## src/rtl/muldiv_pkg.sv

```systemverilog
// Shared definitions for the iterative RV32M multiply/divide sequencer:
// funct3 operation codes, FSM state encodings and operation-class predicates.
package muldiv_pkg;

  typedef enum logic [2:0] {
    MD_MUL    = 3'd0,
    MD_MULH   = 3'd1,
    MD_MULHSU = 3'd2,
    MD_MULHU  = 3'd3,
    MD_DIV    = 3'd4,
    MD_DIVU   = 3'd5,
    MD_REM    = 3'd6,
    MD_REMU   = 3'd7
  } md_op_e;

  typedef enum logic [1:0] {
    S_IDLE = 2'd0,
    S_BUSY = 2'd1,
    S_DONE = 2'd2
  } md_state_e;

  function automatic logic is_div(input logic [2:0] op);
    return op[2];
  endfunction

  function automatic logic is_rem(input logic [2:0] op);
    return op[2] & op[1];
  endfunction

  function automatic logic is_signed_a(input logic [2:0] op);
    return op inside {MD_MUL, MD_MULH, MD_MULHSU, MD_DIV, MD_REM};
  endfunction

  function automatic logic is_signed_b(input logic [2:0] op);
    return op inside {MD_MUL, MD_MULH, MD_DIV, MD_REM};
  endfunction

endpackage

```

## src/rtl/muldiv_seq_if.sv

```systemverilog
// Request/response bundle between the execute stage (master) and the
// multiply/divide sequencer (slave), including flush and the stall output.
interface muldiv_seq_if #(
  parameter int XLEN = 32
);
  logic            in_valid;
  logic            in_ready;
  logic [2:0]      op;
  logic [XLEN-1:0] a;
  logic [XLEN-1:0] b;
  logic            flush;
  logic            out_valid;
  logic            out_ready;
  logic [XLEN-1:0] out_result;
  logic            busy;

  modport master (
    output in_valid, op, a, b, flush, out_ready,
    input  in_ready, out_valid, out_result, busy
  );

  modport slave (
    input  in_valid, op, a, b, flush, out_ready,
    output in_ready, out_valid, out_result, busy
  );
endinterface

```

## src/rtl/muldiv_core.sv

```systemverilog
// Iteration datapath: shift-add multiply / restoring divide on operand
// magnitudes, sequenced by start/step/finish strobes, with final sign fix.
module muldiv_core
  import muldiv_pkg::*;
#(
  parameter int XLEN = 32
) (
  input  logic            clk,
  input  logic            rst_n,
  input  logic            start_i,
  input  logic            early_i,
  input  logic [XLEN-1:0] early_res_i,
  input  logic            step_i,
  input  logic            finish_i,
  input  logic [2:0]      op_i,
  input  logic [XLEN-1:0] a_i,
  input  logic [XLEN-1:0] b_i,
  output logic [XLEN-1:0] result_o
);

  localparam int AW = 2 * XLEN + 1;

  logic [AW-1:0]     acc_q;
  logic [XLEN-1:0]   opnd_q;
  md_op_e            op_q;
  logic              prod_neg_q;
  logic              rem_neg_q;
  logic              early_q;
  logic [XLEN-1:0]   result_q;

  logic              sa_s;
  logic              sb_s;
  logic [XLEN-1:0]   mag_a_s;
  logic [XLEN-1:0]   mag_b_s;
  logic [XLEN:0]     addend_s;
  logic [XLEN:0]     sum_s;
  logic [AW-1:0]     mul_next_s;
  logic [AW-1:0]     shifted_s;
  logic [XLEN:0]     diff_s;
  logic [AW-1:0]     div_next_s;
  logic [2*XLEN-1:0] prod_fix_s;
  logic [XLEN-1:0]   quo_fix_s;
  logic [XLEN-1:0]   rem_fix_s;
  logic [XLEN-1:0]   final_s;

  // Operand magnitudes and one multiply or divide iteration.
  always_comb begin
    sa_s    = is_signed_a(op_i) & a_i[XLEN-1];
    sb_s    = is_signed_b(op_i) & b_i[XLEN-1];
    mag_a_s = sa_s ? (XLEN'(0) - a_i) : a_i;
    mag_b_s = sb_s ? (XLEN'(0) - b_i) : b_i;

    addend_s   = acc_q[0] ? {1'b0, opnd_q} : {(XLEN+1){1'b0}};
    sum_s      = acc_q[AW-1:XLEN] + addend_s;
    mul_next_s = {1'b0, sum_s, acc_q[XLEN-1:1]};

    // A zero divisor always "fits", yielding all-ones quotient and remainder = dividend.
    shifted_s  = {acc_q[AW-2:0], 1'b0};
    diff_s     = shifted_s[AW-1:XLEN] - {1'b0, opnd_q};
    div_next_s = diff_s[XLEN] ? shifted_s : {diff_s, shifted_s[XLEN-1:1], 1'b1};
  end

  // Sign correction and result selection at completion.
  always_comb begin
    prod_fix_s = prod_neg_q ? ((2*XLEN)'(0) - acc_q[2*XLEN-1:0]) : acc_q[2*XLEN-1:0];
    quo_fix_s  = prod_neg_q ? (XLEN'(0) - acc_q[XLEN-1:0]) : acc_q[XLEN-1:0];
    rem_fix_s  = rem_neg_q ? (XLEN'(0) - acc_q[2*XLEN-1:XLEN]) : acc_q[2*XLEN-1:XLEN];
    if (early_q) begin
      final_s = acc_q[2*XLEN-1:XLEN];
    end else begin
      case (op_q)
        MD_MUL:                       final_s = prod_fix_s[XLEN-1:0];
        MD_MULH, MD_MULHSU, MD_MULHU: final_s = prod_fix_s[2*XLEN-1:XLEN];
        MD_DIV, MD_DIVU:              final_s = quo_fix_s;
        MD_REM, MD_REMU:              final_s = rem_fix_s;
        default:                      final_s = {XLEN{1'b0}};
      endcase
    end
  end

  // Datapath state: load on start, iterate on step, publish on finish.
  always_ff @(posedge clk or negedge rst_n) begin
    if (!rst_n) begin
      acc_q      <= {AW{1'b0}};
      opnd_q     <= {XLEN{1'b0}};
      op_q       <= MD_MUL;
      prod_neg_q <= 1'b0;
      rem_neg_q  <= 1'b0;
      early_q    <= 1'b0;
      result_q   <= {XLEN{1'b0}};
    end else begin
      if (start_i) begin
        op_q       <= md_op_e'(op_i);
        opnd_q     <= mag_b_s;
        early_q    <= early_i;
        // Division by zero keeps the all-ones quotient unsigned.
        prod_neg_q <= (sa_s ^ sb_s) & ~(is_div(op_i) & (b_i == {XLEN{1'b0}}));
        rem_neg_q  <= sa_s;
        acc_q      <= early_i ? {1'b0, early_res_i, {XLEN{1'b0}}}
                              : {{(XLEN+1){1'b0}}, mag_a_s};
      end else if (step_i) begin
        acc_q <= is_div(op_q) ? div_next_s : mul_next_s;
      end
      if (finish_i) begin
        result_q <= final_s;
      end
    end
  end

  assign result_o = result_q;

endmodule

```

## src/rtl/muldiv_seq.sv

```systemverilog
// Iterative RV32M multiply/divide sequencer: FSM, iteration counter and handshakes.
// Optional MULDIV_EARLY_OUT_EN: trivial operands skip the iterations entirely.
module muldiv_seq
  import muldiv_pkg::*;
#(
  parameter  int XLEN  = 32,
  localparam int CNT_W = $clog2(XLEN) + 1
) (
  input  logic        clk,
  input  logic        rst_n,
  muldiv_seq_if.slave bus
);

  md_state_e        state_q, state_d;
  logic [CNT_W-1:0] cnt_q, cnt_d;
  logic             out_valid_q, out_valid_d;
  logic             in_ready_q;
  logic             busy_q;
  logic             start_s;
  logic             step_s;
  logic             finish_s;
  logic             early_hit_s;
  logic [XLEN-1:0]  early_res_s;
  logic [XLEN-1:0]  result_s;

`ifdef MULDIV_EARLY_OUT_EN
  logic ovf_s;

  // Results known without iterating: zero operands and signed overflow.
  always_comb begin
    ovf_s = is_div(bus.op) & is_signed_a(bus.op)
          & (bus.a == {1'b1, {(XLEN-1){1'b0}}}) & (&bus.b);
    early_hit_s = (bus.a == {XLEN{1'b0}}) | (bus.b == {XLEN{1'b0}}) | ovf_s;
    if (!is_div(bus.op)) begin
      early_res_s = {XLEN{1'b0}};
    end else if (bus.b == {XLEN{1'b0}}) begin
      early_res_s = is_rem(bus.op) ? bus.a : {XLEN{1'b1}};
    end else if (ovf_s) begin
      early_res_s = is_rem(bus.op) ? {XLEN{1'b0}} : bus.a;
    end else begin
      early_res_s = {XLEN{1'b0}};
    end
  end
`else
  assign early_hit_s = 1'b0;
  assign early_res_s = {XLEN{1'b0}};
`endif

  // Next-state logic; the first DONE cycle applies the sign fix before out_valid.
  always_comb begin
    state_d     = state_q;
    cnt_d       = cnt_q;
    out_valid_d = out_valid_q;
    start_s     = 1'b0;
    step_s      = 1'b0;
    finish_s    = 1'b0;
    case (state_q)
      S_IDLE: begin
        if (bus.in_valid && !bus.flush) begin
          start_s = 1'b1;
          if (early_hit_s) begin
            state_d = S_DONE;
          end else begin
            state_d = S_BUSY;
            cnt_d   = CNT_W'(XLEN);
          end
        end else begin
          state_d = S_IDLE;
        end
      end
      S_BUSY: begin
        if (bus.flush) begin
          state_d = S_IDLE;
          cnt_d   = {CNT_W{1'b0}};
        end else begin
          step_s = 1'b1;
          cnt_d  = cnt_q - CNT_W'(1);
          if (cnt_q == CNT_W'(1)) begin
            state_d = S_DONE;
          end else begin
            state_d = S_BUSY;
          end
        end
      end
      S_DONE: begin
        if (bus.flush) begin
          state_d     = S_IDLE;
          out_valid_d = 1'b0;
        end else if (out_valid_q && bus.out_ready) begin
          state_d     = S_IDLE;
          out_valid_d = 1'b0;
        end else if (!out_valid_q) begin
          finish_s    = 1'b1;
          out_valid_d = 1'b1;
        end else begin
          state_d = S_DONE;
        end
      end
      default: begin
        state_d     = S_IDLE;
        cnt_d       = {CNT_W{1'b0}};
        out_valid_d = 1'b0;
      end
    endcase
  end

  // State, counter and registered handshake/stall outputs.
  always_ff @(posedge clk or negedge rst_n) begin
    if (!rst_n) begin
      state_q     <= S_IDLE;
      cnt_q       <= {CNT_W{1'b0}};
      out_valid_q <= 1'b0;
      in_ready_q  <= 1'b1;
      busy_q      <= 1'b0;
    end else begin
      state_q     <= state_d;
      cnt_q       <= cnt_d;
      out_valid_q <= out_valid_d;
      in_ready_q  <= (state_d == S_IDLE);
      busy_q      <= (state_d != S_IDLE);
    end
  end

  muldiv_core #(
    .XLEN (XLEN)
  ) u_core (
    .clk         (clk),
    .rst_n       (rst_n),
    .start_i     (start_s),
    .early_i     (early_hit_s),
    .early_res_i (early_res_s),
    .step_i      (step_s),
    .finish_i    (finish_s),
    .op_i        (bus.op),
    .a_i         (bus.a),
    .b_i         (bus.b),
    .result_o    (result_s)
  );

  assign bus.in_ready   = in_ready_q;
  assign bus.out_valid  = out_valid_q;
  assign bus.out_result = result_s;
  assign bus.busy       = busy_q;

endmodule

```

## src/flat_wrapper.sv

```systemverilog
// flat-port wrapper written by rule: the top's interface ports become plain ports
module muldiv_seq_flat import muldiv_pkg::*;
#(
  parameter  int XLEN  = 32,
  localparam int CNT_W = $clog2(XLEN) + 1
)
  (clk, rst_n, bus_in_valid, bus_op, bus_a, bus_b, bus_flush, bus_out_ready, bus_in_ready, bus_out_valid, bus_out_result, bus_busy);
  muldiv_seq_if #(.XLEN(XLEN)) bus_i ();
  input  logic clk;
  input  logic rst_n;
  input wire logic [$bits(bus_i.in_valid)-1:0] bus_in_valid;
  input wire logic [$bits(bus_i.op)-1:0] bus_op;
  input wire logic [$bits(bus_i.a)-1:0] bus_a;
  input wire logic [$bits(bus_i.b)-1:0] bus_b;
  input wire logic [$bits(bus_i.flush)-1:0] bus_flush;
  input wire logic [$bits(bus_i.out_ready)-1:0] bus_out_ready;
  output wire logic [$bits(bus_i.in_ready)-1:0] bus_in_ready;
  output wire logic [$bits(bus_i.out_valid)-1:0] bus_out_valid;
  output wire logic [$bits(bus_i.out_result)-1:0] bus_out_result;
  output wire logic [$bits(bus_i.busy)-1:0] bus_busy;
  assign bus_i.in_valid = bus_in_valid;
  assign bus_i.op = bus_op;
  assign bus_i.a = bus_a;
  assign bus_i.b = bus_b;
  assign bus_i.flush = bus_flush;
  assign bus_i.out_ready = bus_out_ready;
  assign bus_in_ready = bus_i.in_ready;
  assign bus_out_valid = bus_i.out_valid;
  assign bus_out_result = bus_i.out_result;
  assign bus_busy = bus_i.busy;
  muldiv_seq #(.XLEN(XLEN)) u_core (.clk(clk), .rst_n(rst_n), .bus(bus_i));
endmodule
```

## config.mk

```make
export PLATFORM = sky130hd
export DESIGN_NAME = muldiv_seq_flat
export DESIGN_NICKNAME = d
export VERILOG_FILES = /design/src/rtl/muldiv_pkg.sv /design/src/rtl/muldiv_seq_if.sv /design/src/rtl/muldiv_core.sv /design/src/rtl/muldiv_seq.sv /design/src/flat_wrapper.sv
export SDC_FILE = /design/constraint.sdc
export NUM_CORES = 1
export LEC_CHECK = 0
export ABC_AREA = 1
export CORE_MARGIN = 2
export CORE_UTILIZATION = 50
export DETAILED_ROUTE_END_ITERATION = 6
export DONT_BUFFER_PORTS = 1
export PLACE_DENSITY = 0.65
export SYNTH_ARGS = -nofsm -noshare
export SYNTH_HDL_FRONTEND = slang
export SYNTH_SLANG_ARGS = --single-unit
```

## constraint.sdc

```tcl
create_clock -name clk -period 2.9 [get_ports clk]
set_input_delay 0.58 -clock clk [delete_from_list [all_inputs] [get_ports clk]]
set_output_delay 0.58 -clock clk [all_outputs]
set_load 0.02 [all_outputs]
```

==> impl_metrics.yaml <==
outcome:
  outcome: "finished with violations"
  violations: "hold timing, setup timing"
timing:
  fin_crit_ps: 2920
  hold_viol: 144
  worstMarginPinSlew_ps: 810
  timing.fmax_mhz: 342
  fin_skew_ps: 12.3
  slew_viol_final: 0
  setup_viol: 2
  whs_ps: -185
  max_slew_margin: 0.458
  final.setup.worst_slack_ps: -23.1
  tns_ps: -38.2
  finalCritPeriodShare: 1.01
  rsz0062_at_grt: "true"
layout:
  instances_no_fill: 3764
  layout.nets: 3441
  synthToLayoutAreaGrowth_pct: 15.6
  layout-drive-gt1-share: 0.115
  diodes: 0
logic_synthesis:
  synthFlopType: "dfrtp_1"
  yosys_warnings: 0
  yosys.area.top_type: "nand2_1"
  synth.avg_cell_area_um2: 5.48
  synthTopCellsByCount: "nand2_1, inv_1, nor2_1"
  synth.most_common_cell: "nand2_1"
  yosys_register_bits: 145
  synth_edf_count: 0
  syn_nets: 3341
  synth_cell_type_count: 50
  synth_area_um2: 17500
  yosys-top-cells-area: "nand2_1, dfrtp_1, inv_1"
  syn_inst: 3196
  yosysSeqAreaShare: 0.207
  yosysTopAreaCellShare: 0.250
  synthArstFlopShare: 1.00
critical_path:
  rr_worst_depth: 19
  crit_buf_inv: 4
  crit_path_cell_trace: "ha_4 -> fa_2 -> inv_2 -> nand4_1 -> nand2_1 -> nand2_1 -> nand2_2 -> nand2_2 -> nand2_2 -> a21oi_2 -> o21bai_1 -> ha_1 -> inv_4 -> buf_12 -> buf_6 -> a21oi_2 -> o21ai_1 -> o211ai_1 -> o21ai_1"
  cp_slowest_stage_delay_ps: 410
  crit_family: "adder cells"
  end_kind: "flip-flop"
  cp_num_cells: 19
  cp_max_fo: 5
  cp.required_ps: 3270
  start_kind: "flip-flop"
  r2r_start: "u_core.u_core.opnd_q[0]$_DFFE_PN0P_"
  crit_start: "u_core.u_core.opnd_q[0]$_DFFE_PN0P_"
  critPathSlowestCell: "dfrtp_1"
  crit_type: "reg -> reg"
  reg2reg_slack_ps: -20
  cp_data_arrival_time_ps: 3300
  crit_path_end: "u_core.u_core.acc_q[39]$_DFFE_PN0P_"
  r2r_end: "u_core.u_core.acc_q[39]$_DFFE_PN0P_"
  cpMostUsedCell: "nand2_2"
route:
  wl_mm: 73.6
  drt_pre_antenna_iters: 6
  drtIter0Drc: 2532
  vias: 21500
  postRouteAntennaNets: 0
  wire_per_inst_um: 19.5
  via_per_inst: 5.70
  drc: 0
floorplan:
  core_area_um2: 34500
  die_y_um: 191
  start_util: 0.507
  fp.dieArea_um2: 36500
  ioPinCount: 107
  row_count: 68
  die_w_um: 191
power:
  ir_drop_mv: 0.668
  power.leakage_nw: 11.0
  pwr_density_cell_nw_per_um2: 1170
  p_total_mw: 23.8
clocking:
  ctsLongestPathBuffers: 2
  cts_root_buf: "clkbuf_16"
  clkSinkCount: 145
  clock_latency_ps: 460
  tritoncts: "built"
  clkTransAtPathRegs_ps: 70
  numCtsBuffers: 17
  htreeDepth: 4
placement:
  gp_congestion: 1.04
  port_buffers: 0
  dp_cells: 3707
  dp_hpwl_mm: 57.3
  post-place-ws_ps: -142
global_routing:
  grt_pass1_vias: 19400
  gr-total-overflow: 0
  antenna_found_initial: 0
  grt_max_degree: 146
  grt_pass1_wl_mm: 111
  track_usage: 0.397
run:
  cap_violations: 0
worst_hold_path:
  worstHoldPathType: "in -> async"
-- routing by layer --
layer | up-vias | share of wire | global-route usage
li1 | 10300 | - | -
met1 | 9790 | 0.44 | 0.589
met2 | 1263 | 0.40 | 0.553
met3 | 124 | 0.13 | 0.102
met4 | 0 | 0.033 | 0.129
met5 | - | 0 | 0
-- registers in the layout, indices dropped and copies added, names as in the netlist --
name and count:
u_core.u_core.acc_q 65, u_core.u_core.opnd_q 32, u_core.u_core.result_o 32, u_core.cnt_q 6, u_core.u_core.op_q 3, u_core.state_q 2
u_core.bus.busy 1, u_core.bus.in_ready 1, u_core.bus.out_valid 1, u_core.u_core.prod_neg_q 1, u_core.u_core.rem_neg_q 1
-- through the flow --
stage / cell area, µm² / util
floorplan: 17500 / -
global placement: 18800 / 0.545
detailed placement: 18800 / 0.545
CTS: 19600 / 0.567
global route: 20200 / 0.586
finish: 20200 / 0.586
-- how the worst min path moves through the flow --
stage | end | cells after the start
floorplan | u_core.bus.busy$_DFF_PN0_ | 0
detailed placement | u_core.u_core.opnd_q[26]$_DFFE_PN0P_ | 0
global placement | u_core.u_core.opnd_q[26]$_DFFE_PN0P_ | 0
finish | u_core.u_core.opnd_q[25]$_DFFE_PN0P_ | 0
CTS | u_core.u_core.opnd_q[28]$_DFFE_PN0P_ | 0
global route | u_core.u_core.opnd_q[25]$_DFFE_PN0P_ | 0
-- where the power goes --
part	internal, mW	leakage, nW	switching, mW	total (mW)
Sequential	2.71	1.83	0.919	3.63
Combinational	6.03	8.87	11.6	17.6
Clock	1.50	0.312	1.04	2.55
-- kinds of logic after synthesis --
logic type / count (synthesis) / share of synthesized area
simple gates: 1935 / 0.457
xor+xnor: 58 / 0.0290
buf+inv: 592 / 0.130
fa+ha+maj: 73 / 0.0530
flops: 145 / 0.207
compound gates: 393 / 0.124
-- cells in the final DEF, fill, tap and decap left out, drive strengths merged, types with 2 or more instances in the layout --
cell,n
a21boi,6
clkbuf,21
nand2,1174
o211ai,20
nor3,22
and2,8
inv,506
bufinv,4
nor4,3
o221ai,2
a21oi,125
ha,71
clkinvlp,2
or2,14
nand4,42
xnor2,19
nand3b,16
dfrtp,144
fa,2
a31oi,20
xor2,39
o22ai,4
o21ai,192
nor2,338
a22oi,11
o41ai,2
nand3,316
clkinv,3
buf,169
o21bai,7
-- repair_timing --
action                                 CTS  global route
setup endpoints to repair               26            33
pin swaps                                3            26
resized for setup                       13           134
cloned                                   0             2
endpoints found under the hold margin  145           144
buffers inserted                         1            22
-- final cells by class --
cell class | count | area (µm²)
clock buffer | 19 | 453
clock inverter | 13 | 196
multi-input combinational | 2459 | 12100
timing repair buffer | 171 | 1390
inverter | 502 | 1890
tap | 455 | 569
fill | 3550 | 14300
sequential | 145 | 3640
Note: power is estimated with default switching activity, not from simulation.
